`src/rtl/periph_dispatcher.sv`:
```
`timescale 1ns/1ps
// Addressed, backpressure-aware dispatcher from the FT601 receive FIFO to one of NUM_PERIPH peripherals.
// Optional stall timeout drop is enabled by defining PERIPH_DISPATCH_TIMEOUT_EN.
module periph_dispatcher #(
    parameter int NUM_PERIPH     = 8,
    parameter int WIDTH          = 32,
    parameter int TIMEOUT_CYCLES = 1024
) (
    input  logic                  clk,
    input  logic                  rst,
    input  logic [WIDTH-1:0]      in_data,
    input  logic                  in_empty,
    output logic                  in_rd_en,
    output logic [WIDTH-1:0]      tx_data,
    output logic [NUM_PERIPH-1:0] tx_valid,
    input  logic [NUM_PERIPH-1:0] tx_full,
    output logic                  busy,
    output logic [15:0]           drop_count,
    output logic                  drop_pulse
);

    localparam int AW = $clog2(NUM_PERIPH);

    typedef enum logic [1:0] {
        ST_IDLE    = 2'd0,
        ST_READ    = 2'd1,
        ST_CAPTURE = 2'd2,
        ST_DELIVER = 2'd3
    } state_t;

    state_t          state_r;
    state_t          state_nxt_s;
    logic [AW-1:0]   addr_r;
    logic [AW-1:0]   in_addr_s;
    logic            addr_bad_s;
    logic            target_full_s;
    logic            xfer_s;
    logic            drop_s;
    logic            timeout_s;

    // Header decode of the word presented by the FIFO during CAPTURE.
    always_comb begin
        in_addr_s  = in_data[WIDTH-1 -: AW];
        addr_bad_s = ({1'b0, in_addr_s} >= (AW+1)'(NUM_PERIPH));
    end

    // Full flag of the latched target; other peripherals' flags are ignored.
    always_comb begin
        target_full_s = 1'b0;
        for (int i = 0; i < NUM_PERIPH; i++) begin
            target_full_s = target_full_s | ((addr_r == AW'(i)) & tx_full[i]);
        end
    end

`ifdef PERIPH_DISPATCH_TIMEOUT_EN
    localparam int CW = $clog2(TIMEOUT_CYCLES + 1);
    logic [CW-1:0] stall_r;

    // Stall counter: cleared on capture, counts DELIVER cycles without a transfer.
    always_ff @(posedge clk) begin
        if (rst) begin
            stall_r <= {CW{1'b0}};
        end else if (state_r == ST_CAPTURE) begin
            stall_r <= {CW{1'b0}};
        end else if ((state_r == ST_DELIVER) && !xfer_s) begin
            stall_r <= stall_r + CW'(1);
        end else begin
            stall_r <= stall_r;
        end
    end

    // A transfer always wins: timeout only fires while the target is still full.
    always_comb begin
        timeout_s = (state_r == ST_DELIVER) && target_full_s &&
                    (stall_r == CW'(TIMEOUT_CYCLES - 1));
    end
`else
    logic unused_timeout_s;

    // Without the timeout feature DELIVER waits indefinitely.
    always_comb begin
        timeout_s        = 1'b0;
        unused_timeout_s = (TIMEOUT_CYCLES > 0);
    end
`endif

    // Transfer and drop qualifiers.
    always_comb begin
        xfer_s = (state_r == ST_DELIVER) && !target_full_s;
        drop_s = ((state_r == ST_CAPTURE) && addr_bad_s) || timeout_s;
    end

    // Next-state logic.
    always_comb begin
        state_nxt_s = state_r;
        case (state_r)
            ST_IDLE:    state_nxt_s = in_empty ? ST_IDLE : ST_READ;
            ST_READ:    state_nxt_s = ST_CAPTURE;
            ST_CAPTURE: state_nxt_s = addr_bad_s ? ST_IDLE : ST_DELIVER;
            ST_DELIVER: state_nxt_s = (xfer_s || timeout_s) ? ST_IDLE : ST_DELIVER;
            default:    state_nxt_s = ST_IDLE;
        endcase
    end

    // State register.
    always_ff @(posedge clk) begin
        if (rst) begin
            state_r <= ST_IDLE;
        end else begin
            state_r <= state_nxt_s;
        end
    end

    // Packet and target latch; held from capture until the transfer.
    always_ff @(posedge clk) begin
        if (rst) begin
            tx_data <= {WIDTH{1'b0}};
            addr_r  <= {AW{1'b0}};
        end else if (state_r == ST_CAPTURE) begin
            tx_data <= in_data;
            addr_r  <= in_addr_s;
        end else begin
            tx_data <= tx_data;
            addr_r  <= addr_r;
        end
    end

    // Saturating drop counter.
    always_ff @(posedge clk) begin
        if (rst) begin
            drop_count <= 16'h0000;
        end else if (drop_s && (drop_count != 16'hFFFF)) begin
            drop_count <= drop_count + 16'h0001;
        end else begin
            drop_count <= drop_count;
        end
    end

    // Outputs decoded from the state register and latched target.
    always_comb begin
        in_rd_en   = (state_r == ST_READ);
        busy       = (state_r != ST_IDLE);
        drop_pulse = drop_s;
        tx_valid   = {NUM_PERIPH{1'b0}};
        for (int i = 0; i < NUM_PERIPH; i++) begin
            tx_valid[i] = (state_r == ST_DELIVER) && (addr_r == AW'(i)) && !tx_full[i];
        end
    end

endmodule

```
`config.mk`:
```
export PLATFORM = sky130hd
export DESIGN_NAME = periph_dispatcher
export DESIGN_NICKNAME = d
export VERILOG_FILES = /design/src/rtl/periph_dispatcher.sv
export SDC_FILE = /design/constraint.sdc
export NUM_CORES = 1
export LEC_CHECK = 0
export CELL_PAD_IN_SITES_DETAIL_PLACEMENT = 1
export CELL_PAD_IN_SITES_GLOBAL_PLACEMENT = 1
export CORE_MARGIN = 3
export CORE_UTILIZATION = 25
export DETAILED_ROUTE_END_ITERATION = 10
export PLACE_DENSITY = 0.81
export SETUP_SLACK_MARGIN = 0.2
export SYNTH_ARGS = -nofsm -noshare
export SYNTH_HDL_FRONTEND = slang
export SYNTH_SLANG_ARGS = --single-unit
```
`constraint.sdc`:
```
create_clock -name clk -period 3 [get_ports clk]
set_input_delay 0.3 -clock clk [delete_from_list [all_inputs] [get_ports clk]]
set_output_delay 0.3 -clock clk [all_outputs]
set_load 0.02 [all_outputs]
```
======== Word-level counts from Yosys, hierarchy flattened ========
Index checks and enable logic that the tools add are counted.
W data, S select, Z words.
operators by class
  equal/unequal tests ..................... 10
  mux-type cells .......................... 3
  bitwise gates (word level) .............. 15
  reduce and logical (&&, ||, !) cells .... 29
operators by type and width
  cell                  count
  $logic_and A1 B1 Y1   17
  $eq A3 B3 Y1 const B  4
  $logic_not A1 Y1      9
  $and A1 B1 Y1         8
  $pmux W2 S4           1
  $or A1 B1 Y1          7
  $eq A3 B2 Y1 const B  2
  $eq A2 B2 Y1 const B  2
  $eq A3 B1 Y1 const B  1
  $logic_not A3 Y1      1
  $eq A2 B1 Y1 const B  1
  $logic_not A2 Y1      1
  $mux W2               1
  $reduce_bool A2 Y1    1
  $mux W1               1
word-level totals
  register bits after elaboration ......... 37
  input bits .............................. 43
  output and inout bits ................... 59
  word-level logic and storage cells ...... 60

======== Depth between registers and ports, before layout ========
Gate-level depths: netlist of run 1.
  depth after elaboration ................. 13
  depth in mapped cells ................... 6

======== Worst setup path after synthesis of run 1 ========
No wires, ideal clock.
  path type ............................... register to output
  from .................................... register, netlist name tx_data[30]
  to ...................................... output tx_valid[1]
  arrival ................................. 1220 ps
  setup slack ............................. 1480 ps
  cell stages (with the launch flop) ...... 4
  buffers on the path ..................... 1
  cell sequence ........................... dfxtp_1 buf_4 nand2b_1 nor3_1
RTL lines
  item              RTL line  RTL
  end: declaration  15        output logic [NUM_PERIPH-1:0] tx_valid,

==> summary.json, run 1 <==
{
  "wl": {"value": 4.51, "unit": "mm"},
  "wl_met1": {"value": 1.78, "unit": "mm"},
  "vias": {"value": 1501},
  "dieHeight": {"value": 83.8, "unit": "um"},
  "multiInputGateArea": {"value": 686, "unit": "um^2"},
  "p_leak": {"value": 0.846, "unit": "nW"},
  "final_period_minus_worst_setup_slack": {"value": 2.21, "unit": "ns"},
  "antenna_left": {"value": 0},
  "fillCellCount": {"value": 709},
  "layout-area-overhead-vs-synth": {"value": 59.9, "unit": "%"},
  "ir_worst_vdd": {"value": 0.000258, "unit": "V"},
  "ys_warn_count": {"value": 0},
  "route.detailed.wl_per_inst": {"value": 13.0, "unit": "um"},
  "hold_slack": {"value": 0.454, "unit": "ns"},
  "drt_pass1_iterations": {"value": 4},
  "synth_area": {"value": 1510, "unit": "um^2"},
  "diodes": {"value": 0},
  "grt_overflow": {"value": 0},
  "setup_viol": {"value": 0},
  "worstPathArrival": {"value": 1.91, "unit": "ns"},
  "grt_pass1_vias": {"value": 1476},
  "powerDensity": {"value": 465, "unit": "nW/um^2"},
  "maximum_number_of_pins_on_one_net_before_global_route_repair": {"value": 35},
  "worst-path-max-fanout": {"value": 11},
  "cts_max_path_buffers": {"value": 2},
  "cts_setup_buffers": {"value": 0},
  "fp.dieW": {"value": 83.8, "unit": "um"},
  "ctsResizeCount": {"value": 0},
  "fp.dieArea": {"value": 7020, "unit": "um^2"},
  "placeableCoreArea": {"value": 5680, "unit": "um^2"},
  "yosysUniqueCellTypes": {"value": 24},
  "detail_route.drc_violations": {"value": 0},
  "max_freq": {"value": 452, "unit": "MHz"},
  "grt_pass1_wl": {"value": 7.22, "unit": "mm"},
  "routed-wl-met2": {"value": 2.25, "unit": "mm"},
  "clk_root_buffer_cell": {"value": "clkbuf_8"},
  "worstPathRequired": {"value": 2.70, "unit": "ns"},
  "antenna_violations_before_repair": {"value": 0},
  "final_area": {"value": 2420, "unit": "um^2"},
  "cts_tree": {"value": "yes"},
  "timing.final.hold_violations": {"value": 0},
  "gp_congestion": {"value": 0.751},
  "layout_worst_path_cycle_share": {"value": 73.7, "unit": "%"},
  "postSynthCellCount": {"value": 195},
  "num_io_pins": {"value": 102},
  "fin_util": {"value": 42.6, "unit": "%"},
  "cts-hold-fix-buffers": {"value": 0},
  "preCtsSetupSlack": {"value": 1.07, "unit": "ns"},
  "fin_skew": {"value": 0.00300, "unit": "ns"},
  "worst_slack": {"value": 0.790, "unit": "ns"},
  "cts-htree-levels": {"value": 2},
  "layout_cell_share_with_drive_strength_beyond_1": {"value": 5.82, "unit": "%"},
  "cp_capture_type": {"value": "output port"},
  "worst-r2r-setup-slack": {"value": 1.25, "unit": "ns"},
  "synth-seq-area-share": {"value": 45.0, "unit": "%"},
  "cts.clk_slew.worst_paths": {"value": 0.07, "unit": "ns"},
  "ys_ff_latch": {"value": 34},
  "floorplan.rows": {"value": 27},
  "floorplan.initialDensity": {"value": 26.7, "unit": "%"},
  "slew_headroom": {"value": 55.8, "unit": "%"},
  "synth_area_per_cell": {"value": 7.76, "unit": "um^2"},
  "timing.max_cap.violations": {"value": 0},
  "worst_pin_slew": {"value": 0.660, "unit": "ns"},
  "worstSkewPairLatency": {"value": 0.28, "unit": "ns"},
  "clock-sinks": {"value": 34},
  "cts_buffers": {"value": 5},
  "final-max-slew-violation-count": {"value": 0},
  "register_area": {"value": 681, "unit": "um^2"},
  "result_of_the_run": {"value": "completed"},
  "routed.top_layer": {"value": "met4"},
  "route.met3.wl": {"value": 438, "unit": "um"},
  "place.detailed.hpwl": {"value": 3.40, "unit": "mm"},
  "setup.worst_path.start_class": {"value": "register"},
  "timing.hold.worst.class": {"value": "register to register"},
  "critPathKind": {"value": "register to output port"},
  "buffer_ports.inserted": {"value": 84},
  "detailed_route_vias_per_instance": {"value": 4.33},
  "fin_nets": {"value": 317},
  "setup-tns-final": {"value": 0, "unit": "ns"},
  "placedInstanceArea": {"value": 2330, "unit": "um^2"},
  "grt_setup_unrepaired": {"value": "no"},
  "grt_util_all_layers": {"value": 12.7, "unit": "%"},
  "drt_first_iter_violations": {"value": 35}
}
## worst paths after layout
check | startpoint | endpoint | cells after the start
worst max-delay path | tx_data[31]$_SDFFE_PP0P_ | tx_valid[5] | 3
worst min register to register | tx_data[16]$_SDFFE_PP0P_ | tx_data[16]$_SDFFE_PP0P_ | 2
worst max register to register | state_r[1]$_SDFF_PP0_ | tx_data[9]$_SDFFE_PP0P_ | 4
worst min-delay path | tx_data[16]$_SDFFE_PP0P_ | tx_data[16]$_SDFFE_PP0P_ | 2
## layout make-up
| cell class | instances | share of cell area (%) |
|---|---|---|
| Clock buffer | 7 | 3.57 |
| Clock inverter | 1 | 0.207 |
| Inverter | 2 | 0.310 |
| Multi-Input combinational cell | 144 | 28.3 |
| Sequential cell | 34 | 28.1 |
| Tap cell | 72 | 3.72 |
| Timing Repair Buffer | 87 | 35.7 |
## stage by stage
stage	power, W	cells
floorplan	0.000673	211
finish	0.00113	347
detailed placement	0.000794	339
global placement	0.000789	339
global route	0.00119	347
CTS	0.00115	347
## flip-flops by register name (all words and copies together) (netlist names)
| name | flops |
|---|---|
| tx_data | 32 |
| state_r | 2 |
## metal layers
layer / track usage, % / vias to the layer above
met5: 0 / -
met4: 3.95 / 0
met3: 5.63 / 5
met2: 21.1 / 59
met1: 14.5 / 682
li1: - / 755
## cell families (layout without fill, tap and decap cells)
group	count (synthesis)	count (layout)	share of synthesized area (%)
buffers and inverters	33	97	13.8
AND/OR/NAND/NOR	88	88	25.3
AO/OA/AOI/OAI	36	36	13.3
other	1	17	0.248
flip-flops	34	34	45.0
multiplexers	3	3	2.32
## critical path, cell delays in order (launching register included)
cell and delay, ns:
dfxtp_1 0.58, nand3_1 0.17, nor3_1 0.20, clkdlybuf4s50_1 0.67
## report_power, final
group          switching (W)  internal (W)  total [W]  leakage, nW
clock network       0.000162      0.000185   0.000347       0.0482
registers          0.0000253      0.000481   0.000507        0.277
logic               0.000140      0.000132   0.000273        0.521
total               0.000327      0.000798    0.00113        0.846
## synthesized netlist by cell type
| master | n | area [um^2] |
|---|---|---|
| clkbuf_1 | 3 | 11.3 |
| and3_4 | 1 | 11.3 |
| mux2_4 | 1 | 15.0 |
| conb_1 | 1 | 3.75 |
| buf_1 | 1 | 3.75 |
| inv_1 | 2 | 7.51 |
| nor2b_1 | 2 | 12.5 |
| buf_4 | 18 | 135 |
| buf_6 | 1 | 11.3 |
| a211oi_2 | 1 | 12.5 |
| nand2_1 | 65 | 244 |
| dfxtp_1 | 34 | 681 |
| a211oi_1 | 1 | 7.51 |
| nand3b_1 | 2 | 15.0 |
| nand4bb_1 | 1 | 11.3 |
| nand3_1 | 2 | 10.0 |
| nand2b_1 | 2 | 12.5 |
| nor3_2 | 1 | 10.0 |
| nor2_1 | 3 | 11.3 |
| buf_2 | 8 | 40.0 |
| mux2i_1 | 2 | 20.0 |
| nor3_1 | 9 | 45.0 |
| o311ai_2 | 1 | 16.3 |
| a21oi_1 | 33 | 165 |
## placed cells by master (no fill, tap or decap)
cell type	count
dfxtp_1	34
o311ai_2	1
and3_4	1
nor3_2	1
nor2b_2	1
a21oi_1	33
nand2b_1	2
nor3_1	9
nor2_1	3
buf_4	3
inv_1	2
a211oi_1	1
clkbuf_1	1
clkbuf_8	6
clkdlybuf4s50_1	84
mux2i_1	2
conb_1	17
mux2_4	1
nand3b_1	2
nand2_1	65
a211oi_2	1
nand4bb_1	1
nand3_1	2
clkinv_2	1
nor2b_1	1
No activity file was read; power rests on OpenSTA's default activity.
==> run 2, diff against run 1 <==
CORE_UTILIZATION = 21   (was 25)
PLACE_DENSITY = 0.72   (was 0.81)
clock period = 1.9 ns   (was 3 ns; I/O delays follow)
==> run 2 against run 1 <==
Effect of this change: clock power up 86%; utilization down 6.7 points; register-to-register slack worse by 0.72 ns; cell count up 8.1%; design area up 2.5%; sequential share of layout area down 0.58 points; sequential power up 57%; worst setup slack worse by 0.52 ns; total power up 68%; via count up 3.2%; largest cell class unchanged.
==> summary.json, run 2 (same netlist as run 1, synthesis figures left out) <==
{
  "floorplan.initialDensity": {"value": 21.9, "unit": "%", "change": "was 26.7%"},
  "cts-htree-levels": {"value": 2, "change": "unchanged"},
  "worst_flop_to_flop_path_startpoint": {"value": "tx_data[31]$_SDFFE_PP0P_", "change": "was state_r[1]$_SDFF_PP0_"},
  "antenna_violations_before_repair": {"value": 0, "change": "unchanged"},
  "setup-tns-final": {"value": 0, "unit": "ns", "change": "unchanged"},
  "layout_commonest_cell": {"value": "clkdlybuf4s50_1", "change": "unchanged"},
  "layout-area-overhead-vs-synth": {"value": 63.9, "unit": "%", "change": "was 59.9%"},
  "fin_skew": {"value": 0.00609, "unit": "ns", "change": "was 0.00300 ns"},
  "hold_end": {"value": "tx_data[2]$_SDFFE_PP0P_", "change": "was tx_data[16]$_SDFFE_PP0P_"},
  "grt_pass1_vias": {"value": 1603, "change": "was 1476"},
  "most-common-layout-cells": {"value": "74 x clkdlybuf4s50_1, 65 x nand2_1, 33 x a21oi_1", "change": "was 84 x clkdlybuf4s50_1, 65 x nand2_1, 34 x dfxtp_1"},
  "detailed_route_vias_per_instance": {"value": 4.13, "change": "was 4.33"},
  "hold_path.startpoint": {"value": "tx_data[2]$_SDFFE_PP0P_", "change": "was tx_data[16]$_SDFFE_PP0P_"},
  "grt_overflow": {"value": 0, "change": "unchanged"},
  "clock-sinks": {"value": 34, "change": "unchanged"},
  "detail_route.drc_violations": {"value": 0, "change": "unchanged"},
  "cts-hold-fix-buffers": {"value": 0, "change": "unchanged"},
  "placeableCoreArea": {"value": 6910, "unit": "um^2", "change": "was 5680 um^2"},
  "num_io_pins": {"value": 102, "change": "unchanged"},
  "route.detailed.wl_per_inst": {"value": 12.4, "unit": "um", "change": "was 13.0 um"},
  "cts_setup_buffers": {"value": 0, "change": "unchanged"},
  "max_freq": {"value": 613, "unit": "MHz"},
  "layout_worst_path_cycle_share": {"value": 85.9, "unit": "%"},
  "drt_pass1_iterations": {"value": 4, "change": "unchanged"},
  "worstPathRequired": {"value": 1.71, "unit": "ns", "change": "was 2.70 ns"},
  "maximum_number_of_pins_on_one_net_before_global_route_repair": {"value": 35, "change": "unchanged"},
  "worst-path-max-fanout": {"value": 7, "change": "was 11"},
  "setup_viol": {"value": 0, "change": "unchanged"},
  "worst-r2r-setup-slack": {"value": 0.53, "unit": "ns", "change": "was 1.25 ns"},
  "r2r_cells": {"value": 4, "change": "unchanged"},
  "placedInstanceArea": {"value": 2390, "unit": "um^2", "change": "was 2330 um^2"},
  "cp_capture_type": {"value": "output port", "change": "unchanged"},
  "holdPathStages": {"value": 2, "change": "unchanged"},
  "cts_buffers": {"value": 5, "change": "unchanged"},
  "place.detailed.hpwl": {"value": 3.55, "unit": "mm", "change": "was 3.40 mm"},
  "final_area": {"value": 2480, "unit": "um^2", "change": "was 2420 um^2"},
  "critPathKind": {"value": "register to output port", "change": "unchanged"},
  "grt_util_all_layers": {"value": 11.5, "unit": "%", "change": "was 12.7%"},
  "preCtsSetupSlack": {"value": 0.163, "unit": "ns", "change": "was 1.07 ns"},
  "final_period_minus_worst_setup_slack": {"value": 1.63, "unit": "ns"},
  "setup.worst_path.start_class": {"value": "register", "change": "unchanged"},
  "wl": {"value": 4.65, "unit": "mm", "change": "was 4.51 mm"},
  "cts_tree": {"value": "yes", "change": "unchanged"},
  "ir_worst_vdd": {"value": 0.000292, "unit": "V", "change": "was 0.000258 V"},
  "grt_pass1_wl": {"value": 7.65, "unit": "mm", "change": "was 7.22 mm"},
  "timing.hold.worst.class": {"value": "register to register", "change": "unchanged"},
  "timing.max_cap.violations": {"value": 0, "change": "unchanged"},
  "fp.dieW": {"value": 90.9, "unit": "um", "change": "was 83.8 um"},
  "grt_setup_unrepaired": {"value": "no", "change": "unchanged"},
  "worstSkewPairLatency": {"value": 0.28, "unit": "ns", "change": "about the same"},
  "fillCellCount": {"value": 858, "change": "was 709"},
  "result_of_the_run": {"value": "completed", "change": "unchanged"},
  "buffer_ports.inserted": {"value": 84, "change": "unchanged"},
  "clk_root_buffer_cell": {"value": "clkbuf_8", "change": "unchanged"},
  "gp_congestion": {"value": 0.661, "change": "was 0.751"},
  "timing.rr.end": {"value": "state_r[1]$_SDFF_PP0_", "change": "was tx_data[9]$_SDFFE_PP0P_"},
  "layout_cell_share_with_drive_strength_beyond_1": {"value": 8.60, "unit": "%", "change": "was 5.82%"},
  "fin_nets": {"value": 321, "change": "was 317"},
  "cts.clk_slew.worst_paths": {"value": 0.07, "unit": "ns", "change": "about the same"},
  "final-max-slew-violation-count": {"value": 0, "change": "unchanged"},
  "floorplan.rows": {"value": 30, "change": "was 27"},
  "fp.dieArea": {"value": 8260, "unit": "um^2", "change": "was 7020 um^2"},
  "dieHeight": {"value": 90.9, "unit": "um", "change": "was 83.8 um"},
  "drt_first_iter_violations": {"value": 32, "change": "was 35"},
  "number_of_flip_flops_under_the_largest_register_name": {"value": 32, "change": "unchanged"},
  "hold_slack": {"value": 0.456, "unit": "ns", "change": "was 0.454 ns"},
  "vias": {"value": 1549, "change": "was 1501"},
  "antenna_left": {"value": 0, "change": "unchanged"},
  "regMostFlops": {"value": "tx_data", "change": "unchanged"},
  "diodes": {"value": 0, "change": "unchanged"},
  "worst_slack": {"value": 0.267, "unit": "ns", "change": "was 0.790 ns"},
  "worstPathArrival": {"value": 1.44, "unit": "ns", "change": "was 1.91 ns"},
  "p_leak": {"value": 0.905, "unit": "nW", "change": "was 0.846 nW"},
  "powerDensity": {"value": 761, "unit": "nW/um^2", "change": "was 465 nW/um^2"},
  "cts_max_path_buffers": {"value": 2, "change": "unchanged"},
  "biggestRegsByFlops": {"value": "tx_data x32, state_r x2", "change": "unchanged"},
  "timing.final.hold_violations": {"value": 0, "change": "unchanged"}
}
[run 2: cell types whose count changed in the layout (fill, tap and decap cells not counted)]
cell and change:
clkdlybuf4s15_2 +1, dfxtp_2 +2, buf_4 +4, clkbuf_2 +2, clkbuf_1 +1, clkdlybuf4s50_1 -10
bufinv_16 +1, clkinv_2 -1, dfxtp_1 -2, dlygate4sd2_1 +7, clkbuf_8 -1
[run 2: final cells by class]
cell class	instances	area, um^2	share of cell area, %
timing repair buffer	91	876	35.3
inverter	2	7.51	0.303
tap	96	120	4.85
clock inverter	1	30.0	1.21
clock buffer	7	76.3	3.08
multi-input combinational	144	686	27.7
sequential	34	683	27.6
[run 2: timing repair]
action                                 4_1_cts  5_1_grt
setup endpoints to repair                   11        2
gates resized for setup                     15        6
endpoints found under the hold margin        0        0
[run 2: worst max-delay path: stages (launching register included)]
cell and delay, ns:
dfxtp_1 0.37, inv_1 0.15, nand3b_1 0.12, nor3_1 0.23, clkdlybuf4s15_2 0.30
[run 2: worst max-delay path by stage]
stage | startpoint | end | slack [ns] | cells past startpoint
after CTS | tx_data[29]$_SDFFE_PP0P_ | tx_valid[0] | 0.21 | 4
after detailed placement | state_r[1]$_SDFF_PP0_ | tx_valid[2] | 0.16 | 3
after global routing | tx_data[30]$_SDFFE_PP0P_ | tx_valid[1] | 0.20 | 3
final | tx_data[29]$_SDFFE_PP0P_ | tx_valid[2] | 0.27 | 4
after global placement | tx_data[31]$_SDFFE_PP0P_ | tx_valid[4] | 0.24 | 3
after floorplan | tx_data[31]$_SDFFE_PP0P_ | state_r[1]$_SDFF_PP0_ | 0.45 | 5
[run 2: power by group]
group | total [W] | internal (W) | switching [W] | leakage (nW)
Clock | 0.000646 | 0.000393 | 0.000253 | 0.0524
Sequential | 0.000795 | 0.000761 | 0.0000344 | 0.278
Combinational | 0.000446 | 0.000214 | 0.000232 | 0.575
Total | 0.00189 | 0.00137 | 0.000520 | 0.905
[run 2: routing by layer]
metal | track usage, % | up-vias | share of wire, %
met3 | 3.58 | 2 | 6.7
met5 | 0 | - | 0
li1 | - | 763 | -
met1 | 13.0 | 727 | 42
met4 | 4.15 | 0 | 1.1
met2 | 20.1 | 57 | 50
[run 2: stage by stage]
stage	cells	power, W	util, %
finish	375	0.00189	35.9
global route	375	0.00200	35.9
CTS	375	0.00193	36.0
detailed placement	367	0.00127	34.6
global placement	367	0.00126	34.6
floorplan	211	0.00106	-
